==> config.mk <==
export PLATFORM = sky130hd
export DESIGN_NAME = fetch_unit
export DESIGN_NICKNAME = d
export VERILOG_FILES = /design/src/rtl/rv32_pkg.sv /design/src/rtl/fetch_queue.sv /design/src/rtl/fetch_unit.sv
export SDC_FILE = /design/constraint.sdc
export NUM_CORES = 1
export LEC_CHECK = 0
export ABC_AREA = 1
export ABC_CLOCK_PERIOD_IN_PS = 7600
export CAP_MARGIN = 20
export CORE_UTILIZATION = 48
export DETAILED_ROUTE_END_ITERATION = 16
export DONT_BUFFER_PORTS = 1
export GPL_TIMING_DRIVEN = 0
export SETUP_SLACK_MARGIN = 0.15
export SYNTH_ARGS = -nofsm -noshare
export SYNTH_HDL_FRONTEND = slang
export SYNTH_SLANG_ARGS = --single-unit
==> constraint.sdc <==
create_clock -name clk -period 7.6 [get_ports clk]
set_input_delay 1.52 -clock clk [delete_from_list [all_inputs] [get_ports clk]]
set_output_delay 1.52 -clock clk [all_outputs]
set_load 0.01 [all_outputs]
==> src/rtl/rv32_pkg.sv <==
// Shared RV32 fetch-side constants and types.
package rv32_pkg;

   localparam int unsigned XLEN    = 32;
   localparam int unsigned ILEN    = 32;
   localparam int unsigned PC_STEP = 4;

   localparam logic [XLEN-1:0] RESET_VECTOR = 32'h0000_0000;

   typedef struct packed {
      logic [XLEN-1:0] pc;
      logic [ILEN-1:0] instr;
   } fetch_entry_t;

   typedef enum logic {
      ST_RUN  = 1'b0,
      ST_HALT = 1'b1
   } fetch_state_t;

endpackage

==> src/rtl/fetch_queue.sv <==
// Power-of-two depth FIFO of fetched {pc, instr} pairs with flush.
// Head entry and its valid flag are held in registers; flush keeps the last head value.
module fetch_queue
   import rv32_pkg::*;
#(
   parameter int unsigned DEPTH = 2
) (
   input  logic         clk,
   input  logic         reset,
   input  logic         flush_i,
   input  logic         push_i,
   input  fetch_entry_t push_data_i,
   input  logic         pop_i,
   output logic         full_o,
   output logic         empty_o,
   output fetch_entry_t head_o
);

   localparam int unsigned PTR_W = (DEPTH > 1) ? $clog2(DEPTH) : 1;
   localparam int unsigned CNT_W = $clog2(DEPTH + 1);

   fetch_entry_t     mem_q [DEPTH];
   logic [PTR_W-1:0] head_q, head_d;
   logic [PTR_W-1:0] tail_q, tail_d;
   logic [CNT_W-1:0] count_q, count_d;
   logic             valid_q, valid_d;
   fetch_entry_t     out_q, out_d;
   logic             do_push, do_pop;

   assign full_o  = (count_q == CNT_W'(DEPTH));
   assign empty_o = ~valid_q;
   assign head_o  = out_q;

   assign do_pop  = pop_i & valid_q & ~flush_i;
   assign do_push = push_i & ~flush_i & (~full_o | do_pop);

   // Next-state pointers, count and registered head copy
   always_comb begin
      head_d  = head_q;
      tail_d  = tail_q;
      count_d = count_q;
      out_d   = out_q;
      if (flush_i) begin
         head_d  = '0;
         tail_d  = '0;
         count_d = '0;
      end else begin
         if (do_push) tail_d = tail_q + PTR_W'(1);
         if (do_pop)  head_d = head_q + PTR_W'(1);
         count_d = count_q + CNT_W'(do_push) - CNT_W'(do_pop);
         // New head is the entry being written when it lands on the head slot
         if (count_d != '0)
            out_d = (do_push && (tail_q == head_d)) ? push_data_i : mem_q[head_d];
      end
      valid_d = (count_d != '0);
   end

   always_ff @(posedge clk) begin
      if (do_push) mem_q[tail_q] <= push_data_i;
   end

   always_ff @(posedge clk or posedge reset) begin
      if (reset) begin
         head_q  <= '0;
         tail_q  <= '0;
         count_q <= '0;
         valid_q <= 1'b0;
         out_q   <= '0;
      end else begin
         head_q  <= head_d;
         tail_q  <= tail_d;
         count_q <= count_d;
         valid_q <= valid_d;
         out_q   <= out_d;
      end
   end

endmodule

==> src/rtl/fetch_unit.sv <==
// Instruction fetch stage: PC, imem address, fetch queue to decode, redirects.
// Optional misaligned-redirect trap with HALT state under FETCH_MISALIGN_TRAP_EN.
module fetch_unit
   import rv32_pkg::*;
#(
   parameter logic [XLEN-1:0] RESET_PC    = RESET_VECTOR,
   parameter int unsigned     QUEUE_DEPTH = 2
) (
   input  logic            clk,
   input  logic            reset,
   output logic [XLEN-1:0] imem_a,
   input  logic [ILEN-1:0] imem_rd,
   input  logic            redirect_valid,
   input  logic [XLEN-1:0] redirect_pc,
   output logic            out_valid,
   input  logic            out_ready,
   output logic [XLEN-1:0] out_pc,
   output logic [ILEN-1:0] out_instr
`ifdef FETCH_MISALIGN_TRAP_EN
   ,
   output logic            fetch_fault
`endif
);

   logic [XLEN-1:0] pc_q, pc_d;
   logic            halted;
   logic            q_full, q_empty;
   logic            pop, push;
   fetch_entry_t    push_entry, head_entry;

   assign imem_a     = pc_q;
   assign out_valid  = ~q_empty;
   assign out_pc     = head_entry.pc;
   assign out_instr  = head_entry.instr;
   assign pop        = out_valid & out_ready;
   assign push       = ~redirect_valid & ~halted & (~q_full | pop);
   assign push_entry = '{pc: pc_q, instr: imem_rd};

`ifdef FETCH_MISALIGN_TRAP_EN
   fetch_state_t state_q;
   logic         fault_q;
   logic         misaligned;

   assign misaligned  = (redirect_pc[1:0] != 2'b00);
   assign halted      = (state_q == ST_HALT);
   assign fetch_fault = fault_q;

   // Only an aligned redirect (or reset) leaves HALT
   always_ff @(posedge clk or posedge reset) begin
      if (reset) begin
         state_q <= ST_RUN;
         fault_q <= 1'b0;
      end else begin
         case (state_q)
            ST_RUN:
               if (redirect_valid && misaligned) begin
                  state_q <= ST_HALT;
                  fault_q <= 1'b1;
               end
            ST_HALT:
               if (redirect_valid && !misaligned) begin
                  state_q <= ST_RUN;
                  fault_q <= 1'b0;
               end
         endcase
      end
   end
`else
   assign halted = 1'b0;
`endif

   always_comb begin
      pc_d = pc_q;
      if (redirect_valid) begin
`ifdef FETCH_MISALIGN_TRAP_EN
         pc_d = misaligned ? redirect_pc : (redirect_pc & ~XLEN'(3));
`else
         pc_d = redirect_pc & ~XLEN'(3);
`endif
      end else if (push) begin
         pc_d = pc_q + XLEN'(PC_STEP);
      end
   end

   always_ff @(posedge clk or posedge reset) begin
      if (reset) pc_q <= RESET_PC;
      else       pc_q <= pc_d;
   end

   fetch_queue #(
      .DEPTH(QUEUE_DEPTH)
   ) u_queue (
      .clk        (clk),
      .reset      (reset),
      .flush_i    (redirect_valid),
      .push_i     (push),
      .push_data_i(push_entry),
      .pop_i      (pop),
      .full_o     (q_full),
      .empty_o    (q_empty),
      .head_o     (head_entry)
   );

endmodule
; Yosys cells after proc, flatten, opt, wreduce, memory -nomap -nowiden
; Memories as Yosys holds them, arrays and structs flattened. A register that Yosys moved wholly into a read port is not among the register bits.
; Index checks and enable logic that the tools add are counted.
[word_totals]
reg_bits = 37
mem_bits_rw = 128
output_inout_bits = 97
inputBits = 68
word_cells = 37
n_memories = 1
[classes]
addsub = 5
muxes = 10
bitwise_logic = 10
n_eq_ne = 1
n_reduce_logical = 5
[mem_list]
columns = memory, depth, width, read_ports, rd_clocked_by_memory_dff, write_ports, line
row1 = u_queue.mem_q, 2, 64, 1, 1, 1, fetch_queue.sv:22  ; fetch_entry_t mem_q [DEPTH];
[op_table]
columns = op, count
row1 = $mux 32, 2
row2 = $add 32x3->32 const B, 1
row3 = $reduce_bool 2->1, 4
row4 = $mux 1, 7
row5 = $and 1x1->1, 6
row6 = $add 1x1->1 const B, 2
row7 = $add 2x1->2, 1
row8 = $eq 2x2->1 const B, 1
row9 = $mux 2, 1
row10 = $not 1->1, 2
row11 = $or 1x1->1, 2
row12 = $reduce_and 2->1, 1
row13 = $sub 2x1->2, 1

; Depth between registers and ports, before layout
[depth]
ltp_word = 10
depth_mapped = 15
depth_no_buf = 12

; Cells and area by module
; From an unflattened synthesis, not the netlist that was laid out.
[hier_totals]
hier_cells = 1221
area_unflattened_um2 = 10800.4
[modules_own_cells]
columns = module, cells_each, instances, area_each_um2, seq_area_each_um2
row1 = fetch_queue, 867, 1, 8567.0, 5570.3
row2 = fetch_unit, 354, 1, 2233.4, 750.7

; Least setup slack after synthesis
; Ideal clock, no wire load.
[synth_timing]
path_kind = input to register
from = in out_ready
to = mem u_queue.mem_q[0][0] (netlist bit), enable pin
t_required_ps = 7117
n_path_buf = 1
slack_ps = 2386
arrival_time_ps = 4731
path_stages = 7
setup_ps = 483
cell_sequence = nand2_1 > nand3_2 > inv_2 > nor2_4 > buf_4 > inv_1 > nor2_1
[synth_via]
elab_chain_len = 7
elab_cells_between_ends = 10
classes_between = mux: 2 / bitwise: 8
[synth_lines]
columns = item, line
row1 = start: declaration, fetch_unit.sv:16  ; input logic out_ready,
row2 = $and 1x1->1 *, fetch_unit.sv:35  ; assign pop = out_valid & out_ready;
row3 = $or 1x1->1 or $and 1x1->1 (tied branches), "fetch_unit.sv:36, fetch_queue.sv:34"
row4 = $and 1x1->1 (on tied branches), "fetch_unit.sv:36, fetch_queue.sv:34"
row5 = $and 1x1->1 or $or 1x1->1 (tied branches), fetch_queue.sv:35  ; assign do_push = push_i & ~flush_i & (~full_o | do_pop);
row6 = $and 1x1->1 *, fetch_queue.sv:35
row7 = $mux 1 *, fetch_queue.sv:59  ; if (do_push) mem_q[tail_q] <= push_data_i;
row8 = $mux 1 (implied by the code) *, fetch_queue.sv:59
row9 = end: declaration, fetch_queue.sv:22
; Mark *: on every way between the ends. The rest lies on a longest branch, timed or not.

; Worst setup path in the final report
[layout_timing]
from = in out_ready
to = reg u_queue.out_q (netlist bit u_queue.head_o[57])
[layout_via]
elab_chain_len = 9
elab_cells_between_ends = 14
classes_between = add/sub: 2 / mux: 2 / bitwise: 8 / reduce/logical: 2
[layout_lines]
columns = item, line
row1 = $and 1x1->1 *, fetch_unit.sv:35
row2 = $or 1x1->1 or $and 1x1->1 (tied branches), "fetch_unit.sv:36, fetch_queue.sv:34"
row3 = $and 1x1->1 (on tied branches), "fetch_unit.sv:36, fetch_queue.sv:34"
row4 = $and 1x1->1 or $or 1x1->1 (tied branches), fetch_queue.sv:35
row5 = $and 1x1->1, fetch_queue.sv:35
row6 = $add 2x1->2, fetch_queue.sv:50  ; count_d = count_q + CNT_W'(do_push) - CNT_W'(do_pop);
row7 = $sub 2x1->2, fetch_queue.sv:50
row8 = $reduce_bool 2->1, fetch_queue.sv:52  ; if (count_d != '0)
row9 = $reduce_and 2->1 (no source line), --
row10 = end signal: assignment, fetch_queue.sv:74  ; out_q <= out_d;
row11 = end: declaration, fetch_queue.sv:27  ; fetch_entry_t out_q, out_d;
; Mark *: on every way between the ends. The rest lies on a longest branch, timed or not. The select of a mux whose other input is x is not followed.
; A chain may end at the register's enable or synchronous reset.

==> results.md <==
- Pwr/cell area: 376 nW/µm²
- Layout Nets: 1,268
- Tmin final: 3750 ps
- Largest net degree at the start of global routing: 52
- Pre-antenna DRT Iters: 5
- Hold slack: 544 ps
- Worst setup margin: 3850 ps
- Main combinational cell family by area after synthesis: simple AND/OR/NAND/NOR gates
- Max VDD drop: 200 µV
- Wire length per cell: 18.5 µm
- Die X-Extent: 148 µm
- Sw power: 1620 µW
- Post-CTS Hold Fix Bufs: 0
- Pint: 2720 µW
- Hold_sp: u_queue.head_o[14]
- Slew margin rel.: 45.0%
- Htree depth: 1
- Top cells by count, synth: 394 x nand2_1, 161 x nand3_1, 153 x inv_1
- Initial antenna violation count: 0
- IO Pins: 165
- Seq/Total Area, Yosys: 60.0%
- Critical Path Start: out_ready
- R2R Path Start: u_queue.valid_q
- Worst hold path stage count: 2
- Cells after Synth: 1,162
- Layout cells sized above 1: 7.48%
- Routed vias: 7,783
- PostCTS Resize Cnt: 0
- Std cell rows: 53
- HPWL Detailed: 19,100 µm
- Core region area: 21,000 µm²
- Total die area: 21,900 µm²
- Reg clk slew, reported paths: 60 ps
- Final Setup Violations: 0
- Synthesis Warnings: 0
- Number of global-route vias before repair: 7,661
- MaxCap Viol Count: 0
- Synth Area in XOR/XNOR: 0.684%
- Cell Area, Synth: 10,200 µm²
- Setup TNS: 0 ps
- CTS Buf Count: 25
- Adder-Cell Fraction of Synth Area: 0.366%
- Slowest cell on crit path: clkbuf_1
- Critical path buffers and inverters: 5
- Hold Path End: u_queue.head_o[14]
- # fillers: 1,906
- Sequential fraction of design power: 45.3%
- Synth-to-layout area growth: 12.6%
- Initial drt markers: 547
- Worst-margin pin slew: 823 ps
- EDFF count, synth: 124
- HP Class: register to register
- Clk_lat worst skew: 530 ps
- CTS root buf: clkbuf_16
- R2r endpoint: u_queue.head_o[57]
- WL final: 27,600 µm
- Count leader, synth: nand2_1
- Synth top area share: 36.3%
- Post-CTS Setup Bufs: 0
- Worst r2r path cells: 14
- Initial core utilization: 48.9%
- Gate power share: 27.5%
- Setup repair after global routing missed its margin: false
- Sw frac: 37.3%
- FF-to-FF setup slack: 4240 ps
- Top_reg_cell synth: edfxtp_1
- Outcome: finished, final reports clean
- First-pass GRT wire length: 43,300 µm
- DRC viols: 0
- Mean Syn Cell Area: 8.82 µm²
- Clock network power share: 27.2%
- # diodes: 0
- TritonCTS Sinks: 221
- Most Frequent Cell on Critical Path: nand2_1
- Crit path largest cell delay: 540 ps
- Period utilization: 49.3%
- Synth area leader: edfxtp_1
- Pins over their slew limit: 0
- CP required: 8060 ps
- Routability cong.: 0.903
- Clk buf depth: 3
- Compound-Gate Fraction of Synth Area: 5.08%
- Setup Crit Path Kind: input pin to register
- Final ANT Viol Nets: 0
- Synth Area in Simple Gates: 25.2%
- Critical Path Sink Type: register
- CTS tree: yes
- DP Worst Slack: 3330 ps
- Crit path max fanout: 10
- IO Port Bufs: 0
- Pleak: 0.00536 µW
- FMAX: 267 MHz
- Clock skew: 12.8 ps
- Post-synthesis cell type count: 31
- Hold Fails Final Rpt: 0
- Gr usage total: 25.9%
- Startpoint types: input pin
- Number of synthesized register bits: 221
- Top delay family on crit path: simple AND/OR/NAND/NOR gates
- Ys async rst share: 43.9%
- Most area-consuming cells after synthesis: edfxtp_1 36%, dfrtp_1 24%, nand2_1 14%, nand3_1 7.9%, inv_1 5.6%
- Vias per std cell: 5.22
- Remaining Overflow, GRT: 0
- Die span in y: 148 µm
- Post-synthesis mux area share: 0%
- CP Cell Sequence: nand2_1 -> nand3_2 -> inv_2 -> nor2_4 -> buf_4 -> buf_2 -> ha_1 -> inv_1 -> nand2_1 -> nand3_1 -> nand2_1 -> clkbuf_1 -> nand3_1 -> nand2_1
- Crit path DAT: 4210 ps
==> power by group through the flow <==
stage / Clock, µW / Sequential [µW] / Combinational, µW
2_1_floorplan: 0 / 1920 / 850
3_3_place_gp: 0 / 2000 / 1150
3_5_place_dp: 0 / 1990 / 1200
4_1_cts: 1200 / 1970 / 1210
5_1_grt: 1240 / 2010 / 1380
6_report: 1180 / 1970 / 1190
==> cells by family after synthesis <==
group / after synthesis
AOI/OAI and AO/OA: 98
DFF: 221
and+or+nand+nor: 619
adders and majority gates: 3
other: 1
xor gates and xnor gates: 8
buffers and inverters: 212
==> sequential cells by signal, summed over array words and instances (netlist names) <==
signal           count
u_queue.mem_q      124
u_queue.head_o      62
imem_a              30
u_queue.count_q      2
u_queue.head_q       1
u_queue.tail_q       1
u_queue.valid_q      1
==> through the flow <==
step | instances | util, % | power [µW] | area (µm²)
finish | 1491 | 55.1 | 4340 | 11500
global route | 1491 | 55.1 | 4630 | 11500
CTS | 1491 | 55.1 | 4380 | 11500
detailed placement | 1445 | 51.3 | 3190 | 10700
global placement | 1440 | 50.6 | 3150 | 10600
floorplan | 1165 | - | 2770 | 10300
==> layer usage <==
layer	track usage, %	share of wire (%)	vias up
met4	8.81	3.1	0
met2	41.8	47	244
met5	0	0	-
met1	34.9	43	3677
li1	-	-	3806
met3	5.12	6.9	56
==> how the worst max path moves through the flow <==
stage,end,slack [ps],cells past startpoint
after floorplan,u_queue.mem_q[0][0],2390,7
after global placement,u_queue.mem_q[0][1],140,7
after detailed placement,u_queue.head_o[57],3330,14
after CTS,u_queue.head_o[57],3870,14
after global routing,u_queue.head_o[49],3620,14
final,u_queue.head_o[57],3850,14
==> worst register-to-register path, stage by stage (launching register included) <==
cell,delay [ps]
dfrtp_1,520
nand2_1,150
nand3_2,160
inv_2,120
nor2_4,180
buf_4,220
buf_2,280
ha_1,220
inv_1,50
nand2_1,50
nand3_1,90
nand2_1,430
clkbuf_1,540
nand3_1,190
nand2_1,90
==> cells in the final DEF (no fill, tap or decap), types with 4 or more instances in the layout <==
cell       count
clkbuf_1      26
buf_2         26
o21ai_1       30
nand4_1        4
dfrtp_1       97
o21ai_0       53
o21bai_1       4
nand3_1      161
xor2_1         6
conb_1         4
nor2_1        48
clkbuf_16     25
buf_4         11
nand2_1      394
inv_1        152
edfxtp_1     124
o211ai_1       5
==> layout make-up <==
cell class / instances / area [µm²] / share of cell area (%)
Timing Repair Buffer: 5 / 123 / 1.06
Inverter: 156 / 588 / 5.10
Multi-Input combinational cell: 732 / 3240 / 28.1
Sequential cell: 221 / 6150 / 53.3
Buffer: 56 / 292 / 2.53
Tap cell: 275 / 344 / 2.98
Clock inverter: 8 / 101 / 0.878
Clock buffer: 38 / 694 / 6.02
No activity file was read; power rests on OpenSTA's default activity.
